--- src/rtl/scc_pkg.sv ---
// Shared types and constants for the SCC job scheduler.
package scc_pkg;

   typedef enum logic [2:0] {
      IDLE  = 3'd0,
      WAIT  = 3'd1,
      START = 3'd2,
      RUN   = 3'd3,
      RESP  = 3'd4
   } sched_state_e;

   localparam int IRQ_DONE_BIT  = 0;
   localparam int IRQ_ERR_BIT   = 1;
   localparam int LVL_WIDTH_DEF = 11;

endpackage

--- src/rtl/scc_job_sched_if.sv ---
// Requester-side bundle: level requests with per-port lengths, grant and response pulses.
interface scc_job_sched_if
   import scc_pkg::*;
#(
   parameter int PORTS     = 3,
   parameter int LVL_WIDTH = LVL_WIDTH_DEF
);
   logic [PORTS-1:0]           req;
   logic [PORTS*LVL_WIDTH-1:0] req_len;
   logic [PORTS-1:0]           gnt;
   logic [PORTS-1:0]           rsp_done;
   logic [PORTS-1:0]           rsp_err;

   modport master (output req, req_len, input gnt, rsp_done, rsp_err);
   modport slave  (input req, req_len, output gnt, rsp_done, rsp_err);
endinterface

--- src/rtl/scc_rr_arb.sv ---
// Round-robin picker: first requester at or above ptr, wrapping; one-hot grant.
// Latency: combinational; backpressure: none, the caller decides when to accept the pick.
module scc_rr_arb #(
   parameter int PORTS = 3,
   parameter int PTR_W = $clog2(PORTS)
) (
   input  logic [PORTS-1:0] req,
   input  logic [PTR_W-1:0] ptr,
   output logic [PORTS-1:0] gnt
);

   always_comb begin
      logic             found;
      logic [PTR_W-1:0] idx;
      gnt   = '0;
      found = 1'b0;
      idx   = '0;
      for (int i = 0; i < PORTS; i++) begin
         idx = PTR_W'((int'(ptr) + i) % PORTS);
         if (!found && req[idx]) begin
            gnt[idx] = 1'b1;
            found    = 1'b1;
         end
      end
   end

endmodule

--- src/rtl/scc_job_sched.sv ---
// Round-robin job scheduler for the SCC core with sticky irqs; stats counters under SCC_SCHED_STATS_EN.
// Latency: grant 1 cycle after a request in IDLE, response pulse the cycle after done/err/timeout;
// backpressure: a granted job waits until the input buffer holds it and the output buffer has room.
module scc_job_sched
   import scc_pkg::*;
#(
   parameter int PORTS     = 3,
   parameter int LVL_WIDTH = LVL_WIDTH_DEF,
   parameter int TO_WIDTH  = 16
) (
   input  logic                     clk_i,
   input  logic                     rst_ni,
   input  logic                     enable_i,
   input  logic [TO_WIDTH-1:0]      timeout_i,
   input  logic [1:0]               irq_clr_i,
   scc_job_sched_if.slave           req_if,
   input  logic [LVL_WIDTH-1:0]     inbf_level_i,
   input  logic [LVL_WIDTH-1:0]     outbf_free_i,
   output logic                     core_start_o,
   output logic [LVL_WIDTH-1:0]     core_len_o,
   input  logic                     core_done_i,
   input  logic                     core_err_i,
   output logic                     busy_o,
   output logic [$clog2(PORTS)-1:0] cur_port_o,
   output logic                     intr_scc_done_o,
   output logic                     intr_scc_err_o,
   output logic [31:0]              job_cnt_o,
   output logic [31:0]              err_cnt_o
);

   localparam int PTR_W = $clog2(PORTS);

   sched_state_e         state_q, state_d;
   logic [PTR_W-1:0]     rr_ptr_q;
   logic [PTR_W-1:0]     arb_idx;
   logic [PORTS-1:0]     arb_gnt;
   logic [LVL_WIDTH-1:0] arb_len;
   logic [TO_WIDTH-1:0]  to_cnt_q;
   logic [PORTS-1:0]     port_oh;
   logic [PORTS-1:0]     gnt_d, rsp_done_d, rsp_err_d;
   logic                 grant_go, data_ok, timed_out;

   scc_rr_arb #(.PORTS(PORTS), .PTR_W(PTR_W)) u_arb (
      .req (req_if.req),
      .ptr (rr_ptr_q),
      .gnt (arb_gnt)
   );

   always_comb begin
      arb_idx = '0;
      arb_len = '0;
      for (int i = 0; i < PORTS; i++) begin
         if (arb_gnt[i]) begin
            arb_idx = PTR_W'(i);
            arb_len = req_if.req_len[i*LVL_WIDTH +: LVL_WIDTH];
         end
      end
   end

   assign grant_go  = (state_q == IDLE) && enable_i && (|req_if.req);
   assign data_ok   = (inbf_level_i >= core_len_o) && (outbf_free_i >= core_len_o);
   assign timed_out = (timeout_i != '0) && (to_cnt_q == timeout_i - 1'b1);
   assign port_oh   = PORTS'(1) << cur_port_o;

   // Response pulses are produced on the transition into RESP so they show during RESP.
   always_comb begin
      state_d    = state_q;
      gnt_d      = '0;
      rsp_done_d = '0;
      rsp_err_d  = '0;
      case (state_q)
         IDLE: begin
            if (grant_go) begin
               gnt_d   = arb_gnt;
               state_d = WAIT;
            end
         end
         WAIT: begin
            if (core_len_o == '0) begin
               rsp_err_d = port_oh;
               state_d   = RESP;
            end else if (data_ok) begin
               state_d = START;
            end
         end
         START: state_d = RUN;
         RUN: begin
            if (core_err_i || (!core_done_i && timed_out)) begin
               rsp_err_d = port_oh;
               state_d   = RESP;
            end else if (core_done_i) begin
               rsp_done_d = port_oh;
               state_d    = RESP;
            end
         end
         RESP:    state_d = IDLE;
         default: state_d = IDLE;
      endcase
   end

   always_ff @(posedge clk_i or negedge rst_ni) begin
      if (!rst_ni) begin
         state_q         <= IDLE;
         rr_ptr_q        <= '0;
         to_cnt_q        <= '0;
         cur_port_o      <= '0;
         core_len_o      <= '0;
         core_start_o    <= 1'b0;
         busy_o          <= 1'b0;
         req_if.gnt      <= '0;
         req_if.rsp_done <= '0;
         req_if.rsp_err  <= '0;
         intr_scc_done_o <= 1'b0;
         intr_scc_err_o  <= 1'b0;
      end else begin
         state_q         <= state_d;
         busy_o          <= (state_d != IDLE);
         core_start_o    <= (state_q == START);
         req_if.gnt      <= gnt_d;
         req_if.rsp_done <= rsp_done_d;
         req_if.rsp_err  <= rsp_err_d;
         if (grant_go) begin
            cur_port_o <= arb_idx;
            core_len_o <= arb_len;
            rr_ptr_q   <= (arb_idx == PTR_W'(PORTS-1)) ? '0 : arb_idx + 1'b1;
         end
         if (state_q == START)
            to_cnt_q <= '0;
         else if (state_q == RUN)
            to_cnt_q <= to_cnt_q + 1'b1;
         // A set in the same cycle as a clear wins.
         intr_scc_done_o <= (|rsp_done_d) | (intr_scc_done_o & ~irq_clr_i[IRQ_DONE_BIT]);
         intr_scc_err_o  <= (|rsp_err_d)  | (intr_scc_err_o  & ~irq_clr_i[IRQ_ERR_BIT]);
      end
   end

`ifdef SCC_SCHED_STATS_EN
   always_ff @(posedge clk_i or negedge rst_ni) begin
      if (!rst_ni) begin
         job_cnt_o <= '0;
         err_cnt_o <= '0;
      end else begin
         if (|rsp_done_d) job_cnt_o <= job_cnt_o + 32'd1;
         if (|rsp_err_d)  err_cnt_o <= err_cnt_o + 32'd1;
      end
   end
`else
   assign job_cnt_o = '0;
   assign err_cnt_o = '0;
`endif

endmodule
--- src/flat_wrapper.sv ---
// flat-port wrapper written by rule: the top's interface ports become plain ports
module scc_job_sched_flat import scc_pkg::*;
#(
   parameter int PORTS     = 3,
   parameter int LVL_WIDTH = LVL_WIDTH_DEF,
   parameter int TO_WIDTH  = 16
)
  (clk_i, rst_ni, enable_i, timeout_i, irq_clr_i, inbf_level_i, outbf_free_i, core_start_o, core_len_o, core_done_i, core_err_i, busy_o, cur_port_o, intr_scc_done_o, intr_scc_err_o, job_cnt_o, err_cnt_o, req_if_req, req_if_req_len, req_if_gnt, req_if_rsp_done, req_if_rsp_err);
  scc_job_sched_if #(.PORTS(PORTS), .LVL_WIDTH(LVL_WIDTH)) req_if_i ();
  input  logic clk_i;
  input  logic rst_ni;
  input  logic enable_i;
  input  logic [TO_WIDTH-1:0] timeout_i;
  input  logic [1:0] irq_clr_i;
  input  logic [LVL_WIDTH-1:0] inbf_level_i;
  input  logic [LVL_WIDTH-1:0] outbf_free_i;
  output logic core_start_o;
  output logic [LVL_WIDTH-1:0] core_len_o;
  input  logic core_done_i;
  input  logic core_err_i;
  output logic busy_o;
  output logic [$clog2(PORTS)-1:0] cur_port_o;
  output logic intr_scc_done_o;
  output logic intr_scc_err_o;
  output logic [31:0] job_cnt_o;
  output logic [31:0] err_cnt_o;
  input wire logic [$bits(req_if_i.req)-1:0] req_if_req;
  input wire logic [$bits(req_if_i.req_len)-1:0] req_if_req_len;
  output wire logic [$bits(req_if_i.gnt)-1:0] req_if_gnt;
  output wire logic [$bits(req_if_i.rsp_done)-1:0] req_if_rsp_done;
  output wire logic [$bits(req_if_i.rsp_err)-1:0] req_if_rsp_err;
  assign req_if_i.req = req_if_req;
  assign req_if_i.req_len = req_if_req_len;
  assign req_if_gnt = req_if_i.gnt;
  assign req_if_rsp_done = req_if_i.rsp_done;
  assign req_if_rsp_err = req_if_i.rsp_err;
  scc_job_sched #(.PORTS(PORTS), .LVL_WIDTH(LVL_WIDTH), .TO_WIDTH(TO_WIDTH)) u_core (.clk_i(clk_i), .rst_ni(rst_ni), .enable_i(enable_i), .timeout_i(timeout_i), .irq_clr_i(irq_clr_i), .req_if(req_if_i), .inbf_level_i(inbf_level_i), .outbf_free_i(outbf_free_i), .core_start_o(core_start_o), .core_len_o(core_len_o), .core_done_i(core_done_i), .core_err_i(core_err_i), .busy_o(busy_o), .cur_port_o(cur_port_o), .intr_scc_done_o(intr_scc_done_o), .intr_scc_err_o(intr_scc_err_o), .job_cnt_o(job_cnt_o), .err_cnt_o(err_cnt_o));
endmodule
--- config.mk ---
export PLATFORM = sky130hd
export DESIGN_NAME = scc_job_sched_flat
export DESIGN_NICKNAME = d
export VERILOG_FILES = /design/src/rtl/scc_pkg.sv /design/src/rtl/scc_job_sched_if.sv /design/src/rtl/scc_rr_arb.sv /design/src/rtl/scc_job_sched.sv /design/src/flat_wrapper.sv
export SDC_FILE = /design/constraint.sdc
export NUM_CORES = 1
export LEC_CHECK = 0
export ABC_AREA = 1
export CAP_MARGIN = 20
export CORE_UTILIZATION = 40
export CTS_CLUSTER_SIZE = 24
export DETAILED_ROUTE_END_ITERATION = 8
export PLACE_DENSITY = 0.82
export SLEW_MARGIN = 25
export SYNTH_ARGS = -nofsm -noshare
export SYNTH_HDL_FRONTEND = slang
export SYNTH_SLANG_ARGS = --single-unit
--- constraint.sdc ---
create_clock -name clk_i -period 1.9 [get_ports clk_i]
set_input_delay 0.38 -clock clk_i [delete_from_list [all_inputs] [get_ports clk_i]]
set_output_delay 0.38 -clock clk_i [all_outputs]
set_load 0.005 [all_outputs]
* Word-level counts from Yosys, hierarchy flattened
Index checks and enable logic that the tools add are counted.
Widths: inputs -> output; s select.
** Storage, ports and cells
- Flip-flop bits (word level) :: 47
- Input bits :: 81
- Output and inout port bits :: 90
- Logic and storage cells :: 103
** Operators by class
- $add $sub $neg :: 5
- Div/mod/pow operators :: 3
- Order comparisons :: 8
- Eq/ne operators :: 5
- Shifts and indexed selects :: 1
- Multiplexer cells :: 39
- Bitwise logic cells :: 8
- Reduce and logical (&&, ||, !) cells :: 22
** Operators with widths (number)
- $mod 32x3->32 const B :: 2
- $mux 3 :: 15
- $mux 11 :: 3
- $mod 3x3->32 const B :: 1
- $mux 16 :: 2
- $ge 11x11->1 :: 2
- $add 16x1->16 const B :: 1
- $eq 16x16->1 :: 1
- $reduce_bool 16->1 :: 1
- $sub 16x1->16 const B :: 1
- $pmux 3 s4 :: 1
- $logic_not 11->1 :: 1
- $logic_and 1x1->1 :: 10
- $lt 2x3->1 const B :: 3
- $mux 1 :: 9
- $reduce_or 3->1 :: 3
- $bmux 1 s2 :: 3
- $demux 1 s2 :: 3
- $eq 3x2->1 const B :: 2
- $ge 2x1->1 const B :: 3
- $or 3x3->3 :: 2
- $pmux 3 s2 :: 1
- $mux 2 :: 2
- $add 2x1->3 const B :: 1
- 13 further kinds :: 18

* Logic depth before layout (Yosys ltp)
Gate-level depths: netlist of run 1.
- Word-level depth :: 14
- Depth in mapped cells :: 17

* Hierarchy
A second synthesis of run 1 with hierarchy kept.
** Unflattened totals
- Cells, all modules :: 595
- Area, all modules :: 4220.3 sq um
** By module, submodules not included
- scc_job_sched :: times used 1, cells an instance 553, area an instance 3987.6 sq um, seq. area each 1151.1 sq um
- scc_rr_arb :: times used 1, cells an instance 42, area an instance 232.7 sq um, seq. area each 0.0 sq um

* Worst setup path before layout of run 1
Ideal clock, no wire load.
- Kind :: reg2reg
- Start :: register u_core.rr_ptr_q[1]
- End :: register u_core.core_len_o[3]
- Arrival :: 2.003 ns
- Setup slack :: -0.228 ns
- Cell stages (with the launch flop) :: 16
- Buffers on the path :: 1
- Period minus slack after synthesis :: 2.128 ns
- Cell sequence :: dfrtp_1 inv_1 ha_1 inv_1 nor3_1 a21oi_2 inv_1 a31oi_1 nand2_2 nand2_2 inv_2 buf_6 nand2_1 o21ai_0 inv_1 nand3_1
** On the way
- Word-level cells in the longest chain between the ends :: 13
- Elaborated cells between the ends (all ways) :: 40
- Those cells by class :: 2 x add/sub; 3 x div; 6 x order compare; 20 x mux; 2 x bitwise; 7 x reduce/logical
** Ends and longest elaborated chain
- start, declared :: RTL line scc_job_sched.sv:34 : logic [PTR_W-1:0] rr_ptr_q;
- start signal, assigned :: RTL line scc_job_sched.sv:125 : rr_ptr_q <= (arb_idx == PTR_W'(PORTS-1)) ? '0 : arb_idx + 1'b1;
- $add 2x1->3 / $mod 3x3->32 (equally long branches) :: RTL line scc_rr_arb.sv:19 : idx = PTR_W'((int'(ptr) + i) % PORTS);
- $mod 32x3->32 (tied with other cells) :: RTL line scc_rr_arb.sv:19
- $lt 2x3->1 (implied by the code) (tied with other cells) :: RTL line scc_rr_arb.sv:21 : gnt[idx] = 1'b1;
- $logic_and 1x1->1 (implied by the code) (tied with other cells) :: RTL line scc_rr_arb.sv:21
- $mux 1 (implied by the code) (tied with other cells) :: RTL line scc_rr_arb.sv:21
- $demux 1 s2 (tied with other cells) :: RTL line scc_rr_arb.sv:21
- $or 3x3->3 (no source line) / $mux 1 (equally long branches)
- $mux 3 / $logic_not 1->1 (equally long branches) :: RTL line scc_rr_arb.sv:20 : if (!found && req[idx]) begin
- $or 3x3->3 (no source line) / $logic_and 1x1->1 (equally long branches)
- $mux 3 * :: RTL line scc_rr_arb.sv:20
- $mux 11 (2 in series) :: RTL line scc_job_sched.sv:53 : if (arb_gnt[i]) begin
- $mux 11 * :: RTL line scc_job_sched.sv:53
- end signal, assigned :: RTL line scc_job_sched.sv:124 : core_len_o <= arb_len;
- end, declared :: RTL line scc_job_sched.sv:20 : output logic [LVL_WIDTH-1:0] core_len_o,
Every way passes the cells marked *; elsewhere a longest branch is shown, timed or not. The select of a mux whose other input is x is not followed.
A chain may end at the register's enable or synchronous reset.

* Worst setup path in the final report of run 1
- Start :: register u_core.rr_ptr_q[1]
- End :: register u_core.core_len_o[7]
Same word-level chain as after synthesis.

==> impl_metrics.env, run 1 <==
export IMPL_outcome="finished, violations left"
export IMPL_violations="negative setup slack"
export IMPL_period_needed_ps=2270
export IMPL_cp_end_kind="register"
export IMPL_drt_iter0_markers=115
export IMPL_via_per_inst=4.80
export IMPL_die_area_sq_mm=0.0108
export IMPL_path_clk_slew_ps=100
export IMPL_hold_path_class="input port to async pin"
export IMPL_p_leak_uw=0.00301
export IMPL_core_area_sq_mm=0.00991
export IMPL_clock_sinks=46
export IMPL_async_flop_share_pct=100
export IMPL_worst_setup_path_start_kind="register"
export IMPL_drv_slew=0
export IMPL_ctsLongestPathBuffers=2
export IMPL_critical_path_slowest_cell="dfrtp_1"
export IMPL_synth_edf_count=0
export IMPL_rows=36
export IMPL_gp_congestion=0.882
export IMPL_grt_ovfl_total=0
export IMPL_vias=4490
export IMPL_arrival_ps=2520
export IMPL_syn_mean_instance_area_sq_um=6.79
export IMPL_hold_viol=0
export IMPL_drive_above_1_share_pct=24.8
export IMPL_port_buffers=106
export IMPL_yosysWarnings=0
export IMPL_htreeDepth=2
export IMPL_totalWireLength_um=12700
export IMPL_ios=171
export IMPL_grt_pass1_vias=4242
export IMPL_synth_compound_area_share_pct=9.29
export IMPL_netlist_instances=613
export IMPL_max_slew_margin_pct=63.1
export IMPL_final_antenna_net_count=0
export IMPL_firstDrtPassIters=5
export IMPL_critPathKind="register to register"
export IMPL_synth_main_ff_cell="dfrtp_1"
export IMPL_routedWlPerCell_um=13.5
export IMPL_grt_use_total_pct=22.0
export IMPL_synth_fa_ha_area_share_pct=8.72
export IMPL_crit_chain="inv_2, ha_4, inv_6, nand2_4, o21ai_4, a21oi_4, inv_2, nor2_4, nand2_2, o21ai_4, inv_2, nor3_4, buf_6, nand2_2, nand3_2"
export IMPL_p_total_uw=6430
export IMPL_crit_fanout=5
export IMPL_dp_hpwl_um=9120
export IMPL_final_setup_viol_count=14
export IMPL_powerDensity_mw_per_mm2=1030
export IMPL_tns_ps=-4540
export IMPL_grt_max_degree=29
export IMPL_clk_latency_ps=300
export IMPL_start_util_pct=42.0
export IMPL_synthMuxAreaShare_pct=0
export IMPL_die_x_um=104
export IMPL_critPathMostFrequentCell="inv_2"
export IMPL_rsz0062_at_grt="yes"
export IMPL_ys_types=38
export IMPL_synth_simple_area_share_pct=30.7
export IMPL_fillers=866
export IMPL_cts_buffers=5
export IMPL_insertedDiodeCount=0
export IMPL_yosysSeqAreaShare_pct=27.7
export IMPL_route_detailed_drc=0
export IMPL_setup_ws_ps=-367
export IMPL_grt_first_pass_wirelength_um=19300
export IMPL_holdBufCountCts=0
export IMPL_area_growth_syn_to_layout_pct=50.6
export IMPL_max_freq_mhz=441
export IMPL_synth_top_family_by_area="simple AND/OR/NAND/NOR gates"
export IMPL_maxCapViolCount=0
export IMPL_clock_skew_ps=7.52
export IMPL_worstPathRequired_ps=2150
export IMPL_worstMarginPinSlew_ps=552
export IMPL_antenna_found_initial=0
export IMPL_fin_crit_sh_pct=119
export IMPL_die_y_um=104
export IMPL_netlist_area_sq_mm=0.00416
export IMPL_yosys_register_bits=46
export IMPL_ctsRootBufferMaster="clkbuf_8"
export IMPL_slowest_delay_ps=450
export IMPL_cts_tree="yes"
export IMPL_nets=911
export IMPL_vdd_ir_drop_max_mv=1.03
export IMPL_synth_xor_xnor_area_share_pct=2.53
==> cell type report <==
class	count	area, sq um	area share (%)
clock buffer	5	68.8	1.10
clock inverter	3	23.8	0.379
inverter	91	362	5.77
multi-input combinational	467	2780	44.4
sequential	46	1150	18.4
tap	133	166	2.66
timing repair buffer	189	1700	27.1
timing repair inverter	1	11.3	0.180
==> state kept, by name, indices dropped and copies added (netlist names), 2 cells and up <==
register	flops
u_core.state_q	3
u_core.core_len_o	11
u_core.rr_ptr_q	2
u_core.req_if.gnt	3
u_core.to_cnt_q	16
u_core.req_if.rsp_done	3
u_core.req_if.rsp_err	3
==> cells in the final DEF (no fill, tap or decap), types with 5 or more instances in the layout <==
cell | netlist | final
a21oi_1 | 18 | 17
buf_4 | 67 | 74
buf_6 | 1 | 8
clkbuf_2 | 0 | 5
clkbuf_8 | 0 | 5
clkdlybuf4s15_1 | 0 | 7
clkdlybuf4s50_1 | 0 | 90
conb_1 | 1 | 64
dfrtp_1 | 46 | 45
ha_1 | 29 | 23
ha_4 | 0 | 5
inv_1 | 87 | 70
inv_2 | 4 | 17
nand2_1 | 139 | 124
nand2_2 | 3 | 13
nand3_1 | 39 | 31
nand3_2 | 1 | 8
nand3b_1 | 5 | 5
nand4_1 | 19 | 19
nor2_1 | 70 | 45
nor2_2 | 2 | 22
nor2_4 | 1 | 6
nor3_1 | 9 | 6
o21ai_0 | 29 | 21
o21ai_1 | 5 | 9
xor2_1 | 7 | 6
==> per-stage QoR <==
stage	util [%]	cell area, sq um	hold slack (ps)	cells	setup WS, ps
2_1_floorplan	-	4420	84.4	676	-87.6
4_1_cts	59.4	5890	32.5	919	-256
3_3_place_gp	56.1	5560	362	901	-457
3_5_place_dp	56.1	5560	372	901	-548
6_report	63.2	6270	25.7	935	-367
5_1_grt	63.2	6270	45.9	935	-466
==> routing by layer <==
| metal | wire length, um | global-route usage (%) |
|---|---|---|
| met4 | 394 | 8.06 |
| met2 | 6750 | 41.7 |
| met1 | 4650 | 23.7 |
| met3 | 862 | 4.95 |
| met5 | 0 | 0 |
==> cells by family after synthesis <==
group	count (synthesis)
simple gates	294
buf+inv	163
compound gates	68
flops	46
fa+ha+maj	29
xor+xnor	12
other cells	1
==> worst max-delay path: cells and delay by family, from the launching register on <==
family / cells / cell delay, ps
compound gates: 3 / 470
fa+ha+maj: 1 / 160
flops: 1 / 450
buf+inv: 5 / 510
simple gates: 6 / 650
==> timing repair <==
action | 4_1_cts | 5_1_grt
resized for setup | 66 | 95
setup endpoints to repair | 27 | 30
cloned | 2 | 0
buffers inserted | 8 | 16
pin swaps | 24 | 59
==> final timing paths <==
| path | from | to | slack (ps) | cells past startpoint |
|---|---|---|---|---|
| min in group clk_i | u_core.intr_scc_done_o$_DFF_PN0_ | u_core.intr_scc_done_o$_DFF_PN0_ | 550 | 2 |
| worst max-delay path | u_core.rr_ptr_q[1]$_DFFE_PN0P_ | u_core.core_len_o[7]$_DFFE_PN0P_ | -370 | 15 |
| worst min-delay path | rst_ni | u_core.core_len_o[6]$_DFFE_PN0P_ | 30 | 1 |
| max in group asynchronous | rst_ni | u_core.to_cnt_q[2]$_DFFE_PN0P_ | 1340 | 2 |
| worst min register to register | u_core.intr_scc_done_o$_DFF_PN0_ | u_core.intr_scc_done_o$_DFF_PN0_ | 550 | 2 |
| worst max register to register | u_core.rr_ptr_q[1]$_DFFE_PN0P_ | u_core.core_len_o[7]$_DFFE_PN0P_ | -370 | 15 |
==> synthesized netlist by cell type (2+ instances only) <==
cell type | n | area [sq um]
and3_1 | 3 | 18.8
nand2_1 | 139 | 522
xor2_1 | 7 | 61.3
buf_4 | 67 | 503
o21ai_1 | 5 | 25.0
xnor2_1 | 5 | 43.8
nor2_2 | 2 | 12.5
nand2_2 | 3 | 18.8
clkbuf_1 | 3 | 11.3
nand3_1 | 39 | 195
dfrtp_1 | 46 | 1150
o21a_1 | 3 | 22.5
nand4_1 | 19 | 119
a21oi_2 | 2 | 17.5
inv_2 | 4 | 15.0
o22ai_1 | 3 | 18.8
nor2_1 | 70 | 263
ha_1 | 29 | 363
nor3_1 | 9 | 45.0
o21ai_0 | 29 | 145
nor3_2 | 2 | 20.0
inv_1 | 87 | 327
a21oi_1 | 18 | 90.1
nand3b_1 | 5 | 37.5
==> power breakdown <==
part           leakage (uW)  total, uW  internal (uW)  switching [uW]
Clock             0.0000408        636            264             372
Combinational       0.00236       4420           2070            2350
Sequential         0.000615       1370           1200             172
Total               0.00301       6430           3540            2890
No activity file was read; power rests on OpenSTA's default activity.
==> run 2: changes to the inputs <==
RECOVER_POWER = 25   (was not set)
SETUP_SLACK_MARGIN = 0.4   (was not set)
==> impl_metrics.env, run 2 (synthesized netlist as in run 1, its figures left out) <==
export IMPL_outcome="finished, violations left"
export IMPL_violations="negative setup slack"
export IMPL_core_area_sq_mm=0.00991
export IMPL_ctsLongestPathBuffers=2
export IMPL_post_place_ws_ps=-580
export IMPL_crit_fanout=5
export IMPL_r2r_worst_path_cells=12
export IMPL_drv_slew=0
export IMPL_gp_congestion=0.841
export IMPL_clock_skew_ps=15.6
export IMPL_ios=171
export IMPL_maxCapViolCount=0
export IMPL_rsz0062_at_grt="yes"
export IMPL_r2r_start="u_core.rr_ptr_q[0]$_DFFE_PN0P_"
export IMPL_clk_latency_ps=330
export IMPL_final_cell_mix="nand2_1, buf_4, conb_1"
export IMPL_firstDrtPassIters=5
export IMPL_grt_pass1_vias=4538
export IMPL_antenna_found_initial=0
export IMPL_p_total_uw=7900
export IMPL_worst_setup_path_start_kind="register"
export IMPL_grtUsageMet2_pct=44.7
export IMPL_dp_hpwl_um=8840
export IMPL_powerDensity_mw_per_mm2=1150
export IMPL_largest_reg_flops=16
export IMPL_grt_first_pass_wirelength_um=20400
export IMPL_routedWlPerCell_um=15.4
export IMPL_grtUsageMet1_pct=24.1
export IMPL_final_common_cell="nand2_1"
export IMPL_p_leak_uw=0.00332
export IMPL_fillers=725
export IMPL_die_x_um=104
export IMPL_r2r_end="u_core.core_len_o[4]$_DFFE_PN0P_"
export IMPL_grt_ovfl_total=0
export IMPL_htreeDepth=2
export IMPL_drive_above_1_share_pct=37.1
export IMPL_nets=937
export IMPL_worstMarginPinSlew_ps=1080
export IMPL_max_slew_margin_pct=27.8
export IMPL_rrSetupSlack_ps=-370
export IMPL_drt_iter0_markers=236
export IMPL_setup_ws_ps=-373
export IMPL_tns_ps=-4480
export IMPL_rows=36
export IMPL_path_clk_slew_ps=110
export IMPL_totalWireLength_um=14800
export IMPL_clock_sinks=46
export IMPL_cp_end_kind="register"
export IMPL_vdd_ir_drop_max_mv=1.18
export IMPL_critPathKind="register to register"
export IMPL_busiest_layer="met2"
export IMPL_max_freq_mhz=440
export IMPL_die_area_sq_mm=0.0108
export IMPL_timing_hold_ws_ps=219
export IMPL_ctsRootBufferMaster="clkbuf_8"
export IMPL_route_detailed_drc=0
export IMPL_insertedDiodeCount=0
export IMPL_worstPathRequired_ps=2170
export IMPL_instances_no_fill=961
export IMPL_via_per_inst=5.00
export IMPL_largest_register="u_core.to_cnt_q"
export IMPL_final_setup_viol_count=17
export IMPL_fin_crit_sh_pct=120
export IMPL_area_growth_syn_to_layout_pct=65.6
export IMPL_die_y_um=104
export IMPL_holdBufCountCts=0
export IMPL_reg_top3="u_core.to_cnt_q: 16 flops, u_core.core_len_o: 11 flops"
export IMPL_grt_max_degree=30
export IMPL_cts_buffers=5
export IMPL_grt_use_total_pct=23.2
export IMPL_period_needed_ps=2270
export IMPL_hold_viol=0
export IMPL_port_buffers=106
export IMPL_vias=4803
export IMPL_cts_tree="yes"
export IMPL_final_antenna_net_count=0
export IMPL_dpl_cell_count=897
export IMPL_start_util_pct=42.0
export IMPL_hold_path_class="input port to async pin"
export IMPL_met3_usage_pct=4.45
export IMPL_arrival_ps=2550
run 2: worst max-delay path by stage:
| stage | endpoint | slack [ps] | cells past startpoint | from |
|---|---|---|---|---|
| CTS | u_core.core_len_o[10]$_DFFE_PN0P_ | -190 | 15 | u_core.rr_ptr_q[1]$_DFFE_PN0P_ |
| global placement | u_core.req_if.rsp_err[1]$_DFF_PN0_ | -500 | 17 | timeout_i[0] |
| global route | u_core.core_len_o[8]$_DFFE_PN0P_ | -440 | 12 | u_core.rr_ptr_q[0]$_DFFE_PN0P_ |
| floorplan | u_core.core_len_o[10]$_DFFE_PN0P_ | -90 | 15 | u_core.rr_ptr_q[1]$_DFFE_PN0P_ |
| finish | u_core.core_len_o[4]$_DFFE_PN0P_ | -370 | 12 | u_core.rr_ptr_q[0]$_DFFE_PN0P_ |
| detailed placement | u_core.intr_scc_err_o$_DFF_PN0_ | -580 | 17 | timeout_i[0] |
run 2: cell type report:
type                       count  area [sq um]  area share [%]
tap                          133           166            2.42
inverter                      91           370            5.38
sequential                    46          1160            16.8
multi-input combinational    467          3180            46.2
timing repair buffer         215          1910            27.7
clock buffer                   5          68.8           0.999
clock inverter                 3          23.8           0.345
timing repair inverter         1          11.3           0.163
run 2: stage by stage:
step	area [sq um]	util [%]
floorplan	4480	-
global placement	5600	56.5
detailed placement	5600	56.5
CTS	6360	64.2
global route	6890	69.5
finish	6890	69.5
run 2: worst max-delay path, stage by stage (launching register included):
cell and delay [ps]:
dfrtp_1 470, ha_4 210, buf_4 150, nor3_4 190
a21oi_2 80, buf_4 150, a31oi_4 260, nand2_8 110
nor2_4 150, buf_6 120, buf_12 100, nand4_1 110
nand3_2 110
run 2: per-layer routing:
layer	wire, um	vias up
met4	773	0
met3	1090	58
met1	5100	2236
li1	-	2264
met5	0	-
met2	7810	245
run 2: repair_timing:
action	CTS	global route
endpoints found under the setup margin	60	43
pin swaps	81	60
resized for setup	198	105
gates cloned	3	1
setup buffers	29	23
run 2: where the power goes:
| group | switching, uW | internal [uW] |
|---|---|---|
| combinational | 2970 | 2840 |
| clock | 418 | 265 |
| sequential | 195 | 1200 |
| total | 3590 | 4310 |
